[src/rtl/bus_pkg.sv]
`default_nettype none
// ============================================================================
// Module      : bus_pkg
// Description : Shared definitions for the single-master bus interconnect:
//               FSM state encoding, HB transfer-size codes and the default
//               slave address map (up to 8 slots, 256 MB windows).
// Revision    : 1.0 - initial release
// ============================================================================
package bus_pkg;

  localparam int BUS_ADDR_W = 32;

  // Interconnect FSM states
  typedef enum logic [1:0] {
    ST_IDLE   = 2'd0,
    ST_ACTIVE = 2'd1,
    ST_RESP   = 2'd2
  } bus_state_e;

  // HB transfer-size codes carried with each transaction
  localparam logic [1:0] HB_BYTE = 2'b00;
  localparam logic [1:0] HB_HALF = 2'b01;
  localparam logic [1:0] HB_WORD = 2'b10;

  // Default map for the largest legal slave count; the top slices off the
  // low NSLV words. Slot i owns 0xi000_0000..0xiFFF_FFFF.
  localparam logic [8*BUS_ADDR_W-1:0] BUS_DEF_BASE = {
    32'h7000_0000, 32'h6000_0000, 32'h5000_0000, 32'h4000_0000,
    32'h3000_0000, 32'h2000_0000, 32'h1000_0000, 32'h0000_0000
  };
  localparam logic [8*BUS_ADDR_W-1:0] BUS_DEF_MASK = {8{32'hF000_0000}};

endpackage
`default_nettype wire

[src/rtl/bus_addr_decode.sv]
`default_nettype none
// ============================================================================
// Module      : bus_addr_decode
// Description : Combinational address decoder. Each slot matches when
//               (addr & mask) == (base & mask); the lowest matching index
//               wins so the hit vector is always one-hot or zero.
// Ports       : addr_i  - address to decode
//               hit_o   - one-hot winning slot (zero on a miss)
//               miss_o  - no slot matched
// Revision    : 1.0 - initial release
// ============================================================================
module bus_addr_decode
  import bus_pkg::*;
#(
  parameter int                        NSLV     = 4,
  parameter logic [NSLV*BUS_ADDR_W-1:0] SLV_BASE = BUS_DEF_BASE[NSLV*BUS_ADDR_W-1:0],
  parameter logic [NSLV*BUS_ADDR_W-1:0] SLV_MASK = BUS_DEF_MASK[NSLV*BUS_ADDR_W-1:0]
) (
  input  logic [BUS_ADDR_W-1:0] addr_i,
  output logic [NSLV-1:0]       hit_o,
  output logic                  miss_o
);

  logic [NSLV-1:0] match;

  for (genvar gi = 0; gi < NSLV; gi++) begin : g_match
    assign match[gi] = ((addr_i & SLV_MASK[gi*BUS_ADDR_W +: BUS_ADDR_W]) ==
                        (SLV_BASE[gi*BUS_ADDR_W +: BUS_ADDR_W] &
                         SLV_MASK[gi*BUS_ADDR_W +: BUS_ADDR_W]));
  end

  // Overlapping windows resolve to the lowest index.
  always_comb begin
    logic found;
    hit_o = '0;
    found = 1'b0;
    for (int i = 0; i < NSLV; i++) begin
      if (match[i] && !found) begin
        hit_o[i] = 1'b1;
        found    = 1'b1;
      end
    end
  end

  assign miss_o = ~(|match);

endmodule
`default_nettype wire

[src/rtl/bus_interconnect.sv]
`default_nettype none
// ============================================================================
// Module      : bus_interconnect
// Description : Single-master to NSLV-slave bus interconnect. A request is
//               latched in IDLE and decoded; hits are forwarded to one slave
//               (ACTIVE) until that slave grants or a timeout expires, then a
//               one-cycle completion pulse is returned to the master (RESP).
// Ports       : i_CLK, i_RSTn               - clock, async active-low reset
//               i_M_REQ/WE/RE/ADDR/WDATA/HB - master request
//               o_M_GNT/RDATA/ERR           - master completion
//               o_S_CE/REQ/WE/ADDR/WDATA/HB - slave-side request
//               i_S_GNT/RDATA               - per-slave grant and read data
//               o_ERR_ADDR                  - address of last failed access
// Revision    : 1.0 - initial release
// ============================================================================
module bus_interconnect
  import bus_pkg::*;
#(
  parameter int                        NSLV     = 4,
  parameter int                        DATA_W   = 32,
  parameter logic [NSLV*BUS_ADDR_W-1:0] SLV_BASE = BUS_DEF_BASE[NSLV*BUS_ADDR_W-1:0],
  parameter logic [NSLV*BUS_ADDR_W-1:0] SLV_MASK = BUS_DEF_MASK[NSLV*BUS_ADDR_W-1:0],
  parameter int                        TIMEOUT  = 255
) (
  input  logic                     i_CLK,
  input  logic                     i_RSTn,
  input  logic                     i_M_REQ,
  input  logic                     i_M_WE,
  input  logic                     i_M_RE,
  input  logic [BUS_ADDR_W-1:0]    i_M_ADDR,
  input  logic [DATA_W-1:0]        i_M_WDATA,
  input  logic [1:0]               i_M_HB,
  output logic                     o_M_GNT,
  output logic [DATA_W-1:0]        o_M_RDATA,
  output logic                     o_M_ERR,
  output logic [NSLV-1:0]          o_S_CE,
  output logic                     o_S_REQ,
  output logic                     o_S_WE,
  output logic [BUS_ADDR_W-1:0]    o_S_ADDR,
  output logic [DATA_W-1:0]        o_S_WDATA,
  output logic [1:0]               o_S_HB,
  input  logic [NSLV-1:0]          i_S_GNT,
  input  logic [NSLV*DATA_W-1:0]   i_S_RDATA,
  output logic [BUS_ADDR_W-1:0]    o_ERR_ADDR
);

  localparam logic [15:0] TO_LIMIT = 16'(TIMEOUT);

  bus_state_e            state_q;
  logic [NSLV-1:0]       sel_q;
  logic [BUS_ADDR_W-1:0] addr_q;
  logic [DATA_W-1:0]     wdata_q;
  logic                  we_q;
  logic                  re_q;
  logic [1:0]            hb_q;
  logic [15:0]           cnt_q;
  logic [15:0]           cnt_d;
  logic                  gnt_q;
  logic                  err_q;
  logic [DATA_W-1:0]     rdata_q;
  logic [BUS_ADDR_W-1:0] err_addr_q;

  logic [NSLV-1:0]       dec_hit;
  logic                  dec_miss;
  logic                  slv_gnt;
  logic [DATA_W-1:0]     slv_rdata;
  logic                  capture_rd;

  bus_addr_decode #(
    .NSLV     (NSLV),
    .SLV_BASE (SLV_BASE),
    .SLV_MASK (SLV_MASK)
  ) u_decode (
    .addr_i (i_M_ADDR),
    .hit_o  (dec_hit),
    .miss_o (dec_miss)
  );

  // Only the latched slot's grant and data are observed.
  assign slv_gnt = |(i_S_GNT & sel_q);

  always_comb begin
    slv_rdata = '0;
    for (int i = 0; i < NSLV; i++) begin
      if (sel_q[i]) slv_rdata = slv_rdata | i_S_RDATA[i*DATA_W +: DATA_W];
    end
  end

  // A pure write (WE without RE) keeps the previous read data.
  assign capture_rd = !(we_q && !re_q);
  assign cnt_d      = cnt_q + 16'd1;

  always_ff @(posedge i_CLK or negedge i_RSTn) begin
    if (!i_RSTn) begin
      state_q    <= ST_IDLE;
      sel_q      <= '0;
      addr_q     <= '0;
      wdata_q    <= '0;
      we_q       <= 1'b0;
      re_q       <= 1'b0;
      hb_q       <= '0;
      cnt_q      <= '0;
      gnt_q      <= 1'b0;
      err_q      <= 1'b0;
      rdata_q    <= '0;
      err_addr_q <= '0;
    end else begin
      // Completion flags are single-cycle pulses that accompany RESP.
      gnt_q <= 1'b0;
      err_q <= 1'b0;
      case (state_q)
        ST_IDLE: begin
          if (i_M_REQ) begin
            addr_q  <= i_M_ADDR;
            wdata_q <= i_M_WDATA;
            we_q    <= i_M_WE;
            re_q    <= i_M_RE;
            hb_q    <= i_M_HB;
            sel_q   <= dec_hit;
            if (dec_miss) begin
              state_q    <= ST_RESP;
              gnt_q      <= 1'b1;
              err_q      <= 1'b1;
              rdata_q    <= '0;
              err_addr_q <= i_M_ADDR;
            end else begin
              state_q <= ST_ACTIVE;
              cnt_q   <= 16'd1;
            end
          end
        end
        ST_ACTIVE: begin
          // Grant is tested first so it wins on the timeout cycle.
          if (slv_gnt) begin
            if (capture_rd) rdata_q <= slv_rdata;
            state_q <= ST_RESP;
            gnt_q   <= 1'b1;
            cnt_q   <= '0;
          end else if (cnt_q >= TO_LIMIT) begin
            state_q    <= ST_RESP;
            gnt_q      <= 1'b1;
            err_q      <= 1'b1;
            rdata_q    <= '0;
            err_addr_q <= addr_q;
            cnt_q      <= '0;
          end else begin
            cnt_q <= cnt_d;
          end
        end
        ST_RESP: begin
          state_q <= ST_IDLE;
        end
        default: begin
          state_q <= ST_IDLE;
        end
      endcase
    end
  end

  assign o_M_GNT    = gnt_q;
  assign o_M_ERR    = err_q;
  assign o_M_RDATA  = rdata_q;
  assign o_ERR_ADDR = err_addr_q;
  assign o_S_REQ    = (state_q == ST_ACTIVE);
  assign o_S_CE     = (state_q == ST_ACTIVE) ? sel_q : '0;
  assign o_S_WE     = we_q;
  assign o_S_ADDR   = addr_q;
  assign o_S_WDATA  = wdata_q;
  assign o_S_HB     = hb_q;

endmodule
`default_nettype wire

[config.mk]
export PLATFORM = sky130hd
export DESIGN_NAME = bus_interconnect
export DESIGN_NICKNAME = d
export VERILOG_FILES = /design/src/rtl/bus_pkg.sv /design/src/rtl/bus_addr_decode.sv /design/src/rtl/bus_interconnect.sv
export SDC_FILE = /design/constraint.sdc
export NUM_CORES = 1
export LEC_CHECK = 0
export BUFFER_PORTS_ARGS = -buffer_cell sky130_fd_sc_hd__buf_2
export CORE_MARGIN = 8
export CORE_UTILIZATION = 51
export CTS_BUF_LIST = sky130_fd_sc_hd__clkbuf_4
export DETAILED_ROUTE_END_ITERATION = 7
export PLACE_DENSITY_LB_ADDON = 0.2
export SETUP_SLACK_MARGIN = 0.2
export SYNTH_ARGS = -nofsm -noshare
export SYNTH_HDL_FRONTEND = slang
export SYNTH_SLANG_ARGS = --single-unit
[constraint.sdc]
create_clock -name i_CLK -period 4 [get_ports i_CLK]
set_input_delay 0 -clock i_CLK [delete_from_list [all_inputs] [get_ports i_CLK]]
set_output_delay 0 -clock i_CLK [all_outputs]
set_load 0.005 [all_outputs]
# Yosys cells after proc, flatten, opt, wreduce, memory -nomap -nowiden
# Index checks and enable logic that the tools add are counted.
dict set report word_totals {
  reg_bits 156
  input_bits 203
  output_inout_bits 138
  wordCells 86
}
dict set report op_classes {
  n_addsub 1
  order_cmp 1
  eq_ne 11
  muxes 39
  bitwise_logic 4
  reduce_logical 18
}
# cell n
set ops {}
lappend ops {{32-bit two-way mux} 13}
lappend ops {{32-bit case mux with 2 select lines} 2}
lappend ops {{32-bit bitwise OR} 3}
lappend ops {{16-bit two-way mux} 4}
lappend ops {{32-bit logical NOT} 1}
lappend ops {{16-bit case mux with 2 select lines} 1}
lappend ops {{16-bit by 1-bit adder with 16-bit output, second input constant} 1}
lappend ops {{16-bit by 8-bit greater-or-equal comparator with 1-bit output, second input constant} 1}
lappend ops {{1-bit two-way mux} 11}
lappend ops {{5-bit AND reduction} 2}
lappend ops {{4-bit by 2-bit equality test with 1-bit output, second input constant} 2}
lappend ops {{2-bit two-way mux} 4}
lappend ops {{4-bit OR reduction} 2}
lappend ops {{2-bit != test, second input constant} 3}
lappend ops {{4-bit AND} 1}
lappend ops {{4-bit by 1-bit equality test with 1-bit output, second input constant} 1}
lappend ops {{1-bit logical AND} 4}
lappend ops {{1-bit logical NOT} 4}
lappend ops {{4-bit two-way mux} 1}
lappend ops {{2-bit by 1-bit != test with 1-bit output, second input constant} 2}
lappend ops {{1-bit case mux with 2 select lines} 2}
lappend ops {{2-bit case mux with 2 select lines} 1}
lappend ops {{2-bit AND reduction} 2}
lappend ops {{3-bit by 1-bit != test with 1-bit output, second input constant} 1}
lappend ops {{other kinds (5)} 5}

# Logic depth before layout (Yosys ltp)
dict set report depth {
  ltp_word 11
  depth_mapped 8
  mapped_depth_nobuf 6
}

# Modules after synthesis
# Synthesis repeated with hierarchy kept, for this count alone.
dict set report unflattened {
  cells_unflattened 584
  area_unflattened_um2 7236.9
}
# mod n_inst cells_each area_per_inst_um2
set modules_own_cells {}
lappend modules_own_cells {bus_interconnect 1 579 7194.4}
lappend modules_own_cells {bus_addr_decode 1 5 42.5}

# Least setup slack after synthesis
# Ideal clock, no wire load.
dict set report synth_path {
  kind {flip-flop to flip-flop}
  from {register cnt_q[0]}
  to {register rdata_q[0] (netlist: o_M_RDATA[0])}
  arrival_time_ns 1.701
  t_required_ns 3.870
  setup_slack_ns 2.169
  path_stages_with_launch 8
  n_path_buf 1
  cell_sequence {dfrtp_1 > ha_1 > nand3_2 > nor3_2 > nor3_2 > a221o_1 > buf_4 > o2bb2ai_1}
}
dict set report synth_between {
  elab_chain_len 3
}
# element line_no
set synth_lines {}
lappend synth_lines {{from (decl)} bus_interconnect.sv:56} ;# logic [15:0] cnt_q;
lappend synth_lines {{from (signal assigned)} bus_interconnect.sv:147} ;# cnt_q <= cnt_d;
lappend synth_lines {{16-bit by 8-bit greater-or-equal comparator with 1-bit output} bus_interconnect.sv:139} ;# end else if (cnt_q >= TO_LIMIT) begin
lappend synth_lines {{3-bit by 1-bit != test with 1-bit output (no line)} --}
lappend synth_lines {{5-bit AND reduction (no line)} --}
lappend synth_lines {{to (signal assigned)} bus_interconnect.sv:135} ;# if (capture_rd) rdata_q <= slv_rdata;
lappend synth_lines {{to (decl)} bus_interconnect.sv:60} ;# logic [DATA_W-1:0] rdata_q;
# No other way between the ends.
# A chain may end at the register's enable or synchronous reset.

# Final worst setup path
dict set report layout_path {
  from {register sel_q[2]}
  to {register rdata_q[26] (netlist: o_M_RDATA[26])}
}
dict set report layout_between {
  elab_chain_len 6
}
# element line_no
set layout_lines {}
lappend layout_lines {{from (decl)} bus_interconnect.sv:50} ;# logic [NSLV-1:0] sel_q;
lappend layout_lines {{from (signal assigned)} bus_interconnect.sv:119} ;# sel_q <= dec_hit;
lappend layout_lines {{32-bit two-way mux} bus_interconnect.sv:85} ;# if (sel_q[i]) slv_rdata = slv_rdata | i_S_RDATA[i*DATA_W +: DATA_W];
lappend layout_lines {{32-bit bitwise OR} bus_interconnect.sv:85}
lappend layout_lines {{32-bit two-way mux} bus_interconnect.sv:85}
lappend layout_lines {{32-bit two-way mux} bus_interconnect.sv:135}
lappend layout_lines {{32-bit two-way mux} bus_interconnect.sv:134} ;# if (slv_gnt) begin
lappend layout_lines {{32-bit case mux with 2 select lines} bus_interconnect.sv:111} ;# case (state_q)
# Parallel ways exist; a longest one is shown, timed or not. The select of a mux whose other input is x is not followed.

==> impl_metrics.json <==
{
  "ir_worst_vdd_uv": 489,
  "worst_pin_slew_ps": 1060,
  "syn_area_um2": 6780,
  "rr_worst_depth": 7,
  "syn_inst": 702,
  "min_from": "i_M_WDATA[21]",
  "cts_buffers": 17,
  "start_util_pct": 51.6,
  "critPathMaxFanout": 32,
  "wirelength_um": 26600,
  "timing_hold_violations_final": 0,
  "max_clock_freq_mhz": 383,
  "synth_flop_cell": "dfrtp_1",
  "rsz0062_at_grt": "false",
  "die_h_um": 131,
  "r2r_end": "o_M_RDATA[26]$_DFFE_PN0P_",
  "dieArea_um2": 17200,
  "synth_top_area_share_pct": 57.6,
  "maxSlewViolCount": 0,
  "cp-start-kind": "flop",
  "synth.ff_latch_count": 156,
  "yosysMostFrequentCell": "nand2_1",
  "cts_setup_buffers": 0,
  "io_pins": 341,
  "grt_use_met2_pct": 49.7,
  "routed_via_density": 5.52,
  "synth-edff-count": 0,
  "power.leakage_nw": 5.38,
  "num_rows": 42,
  "wl_per_cell_um": 19.6,
  "min_period_ps": 2610,
  "grt_use_met3_pct": 9.26,
  "tritoncts": "yes",
  "ys_types": 38,
  "remaining_drc_errors": 0,
  "postPlaceCellArea_um2": 8610,
  "port_buffers": 340,
  "end_kind": "flop",
  "die_w_um": 131,
  "path_class": "flop to flop",
  "cp_cell_sequence": "a22oi_1 > dlygate4sd3_1 > nand2_1 > nor3_2 > a221o_1 > buf_4 > o2bb2ai_1",
  "skew_ps": 13.7,
  "arrival_ps": 3090,
  "min_to": "o_S_WDATA[21]$_DFFE_PN0P_",
  "rr_startpoint": "sel_q[2]$_DFFE_PN0P_",
  "cts_max_path_buffers": 2,
  "maxSlewHeadroom_pct": 29.0,
  "synth_warnings": 0,
  "grt_pass1_vias": 7719,
  "whs_path_depth": 4,
  "antenna_found_initial": 6,
  "powerDensity_nw_per_um2": 568,
  "clk_pin_slew_ps": 130,
  "top_usage_layer": "met2",
  "async_reset_ff_share_pct": 100,
  "min_period_over_period_pct": 65.3,
  "required_ps": 4480,
  "rrSetupSlack_ps": 1390,
  "avgSynthCellArea_um2": 9.66,
  "vias": 7484,
  "tns_ps": 0,
  "crit_path_max_incr_delay_ps": 620,
  "holdCritPathClass": "input pin to flop",
  "root_buffer": "clkbuf_4",
  "yosys-top-cells-count": "217 x nand2_1, 156 x dfrtp_1, 38 x clkbuf_1",
  "h-tree-depth": 4,
  "grt_pass1_wl_um": 42300,
  "clock_sinks": 156,
  "gr-usage-met1_pct": 34.4,
  "synth_area_leaders": "dfrtp_1 58%, nand2_1 12%, a22o_1 4.5%, a221oi_1 4.1%, o2bb2ai_1 4.1%",
  "maxCapViolCount": 0,
  "ant_nets": 0,
  "synth-seq-area-share_pct": 57.6,
  "dr.first_iter.drc_count": 600,
  "setup-violations-final": 0,
  "synth_top_cell_by_area": "dfrtp_1",
  "syn_nets": 906,
  "grt_max_degree": 118,
  "area_growth_syn_to_layout_pct": 51.8,
  "cp_slowest_cell": "dlygate4sd3_1",
  "status": "finished clean",
  "grt-ovfl-total": 0,
  "groute.usage.overall_pct": 30.4,
  "drive_above_1_share_pct": 33.4,
  "nets": 1367,
  "coreArea_um2": 13100,
  "clkLatencyLatePin_ps": 560,
  "dp_hpwl_um": 17200,
  "fin_area_um2": 10300,
  "gp_congestion": 0.872,
  "drt-pass1-iter-count": 5
}
-- routing by layer --
layer  up-vias  part of all wire (%)
li1       3388                     -
met1      3533                    37
met2       460                    48
met3       101                   8.8
met4         2                   5.9
met5         -                 0.041
-- registers in the layout, indices dropped and copies added, names as in the netlist, 2 cells and up --
name        cells
o_M_RDATA      32
state_q         2
sel_q           4
o_ERR_ADDR     32
cnt_q          16
o_S_HB          2
o_S_ADDR       32
o_S_WDATA      32
-- worst max-delay path by stage --
stage	from	end	slack, ps	cells after the start
after floorplan	cnt_q[0]$_DFFE_PN0P_	o_M_RDATA[0]$_DFFE_PN0P_	2170	7
after global placement	cnt_q[14]$_DFFE_PN0P_	o_ERR_ADDR[24]$_DFFE_PN0P_	1530	7
after detailed placement	cnt_q[14]$_DFFE_PN0P_	o_ERR_ADDR[12]$_DFFE_PN0P_	1460	7
after CTS	cnt_q[14]$_DFFE_PN0P_	o_ERR_ADDR[13]$_DFFE_PN0P_	1420	7
after global routing	sel_q[2]$_DFFE_PN0P_	o_M_RDATA[26]$_DFFE_PN0P_	1200	7
final	sel_q[2]$_DFFE_PN0P_	o_M_RDATA[26]$_DFFE_PN0P_	1390	7
-- worst max-delay path, delay by kind of cell (launching register included) --
| family | cells | cell delay, ps |
|---|---|---|
| flip-flops | 1 | 400 |
| AND/OR/NAND/NOR | 2 | 440 |
| buffers and inverters | 2 | 950 |
| AO/OA/AOI/OAI | 3 | 730 |
-- where the power goes --
part,switching [W],leakage (nW),total [W],internal [W]
combinational,0.00129,3.26,0.00235,0.00106
clock,0.000548,0.164,0.000989,0.000441
sequential,0.000370,1.96,0.00251,0.00214
total,0.00221,5.38,0.00585,0.00364
-- through the flow --
step / setup WS [ps] / hold WS (ps) / utilization, % / std cells / total power (W)
4_1_cts: 1420 / 102 / 78.3 / 1352 / 0.00581
2_1_floorplan: 2170 / -296 / - / 702 / 0.00354
3_5_place_dp: 1460 / 194 / 65.5 / 1182 / 0.00461
5_1_grt: 1200 / 118 / 78.4 / 1357 / 0.00625
6_report: 1390 / 158 / 78.4 / 1357 / 0.00585
3_3_place_gp: 1530 / 189 / 65.5 / 1182 / 0.00455
-- cell type report --
type	instances	area (um^2)
flip-flops and latches	156	3900
repair buffers	492	3190
fillers	859	2840
multi-input cells	458	2530
well taps	176	220
clock inverters	13	149
clock buffers	19	143
inverters	38	143
diodes	5	12.5
-- cell usage in the layout, fill, tap and decap left out, types with 8 or more instances in the layout --
cell           count
a21oi_1           37
a221oi_1          32
a22o_1            35
buf_2            339
buf_4             14
clkbuf_4          19
dfrtp_1          156
dlygate4sd3_1    138
inv_1             37
nand2_1          217
nor2_1            14
o21ai_0            8
o22ai_1           32
o2bb2ai_1         32
-- cells by family after synthesis --
logic type	after synthesis	share of synthesized area, %
muxes	2	0.295
AOI/OAI and AO/OA	190	20.7
adders and majority gates	1	0.185
DFF	156	57.6
and+or+nand+nor	265	16.0
buffers and inverters	88	5.24
-- what timing repair did --
| item | in CTS | in global routing |
|---|---|---|
| hold endpoints to repair | 256 | 0 |
| hold buffers | 138 | 0 |
| resized for setup | 0 | 0 |
Power figures use the tool's default switching activity.
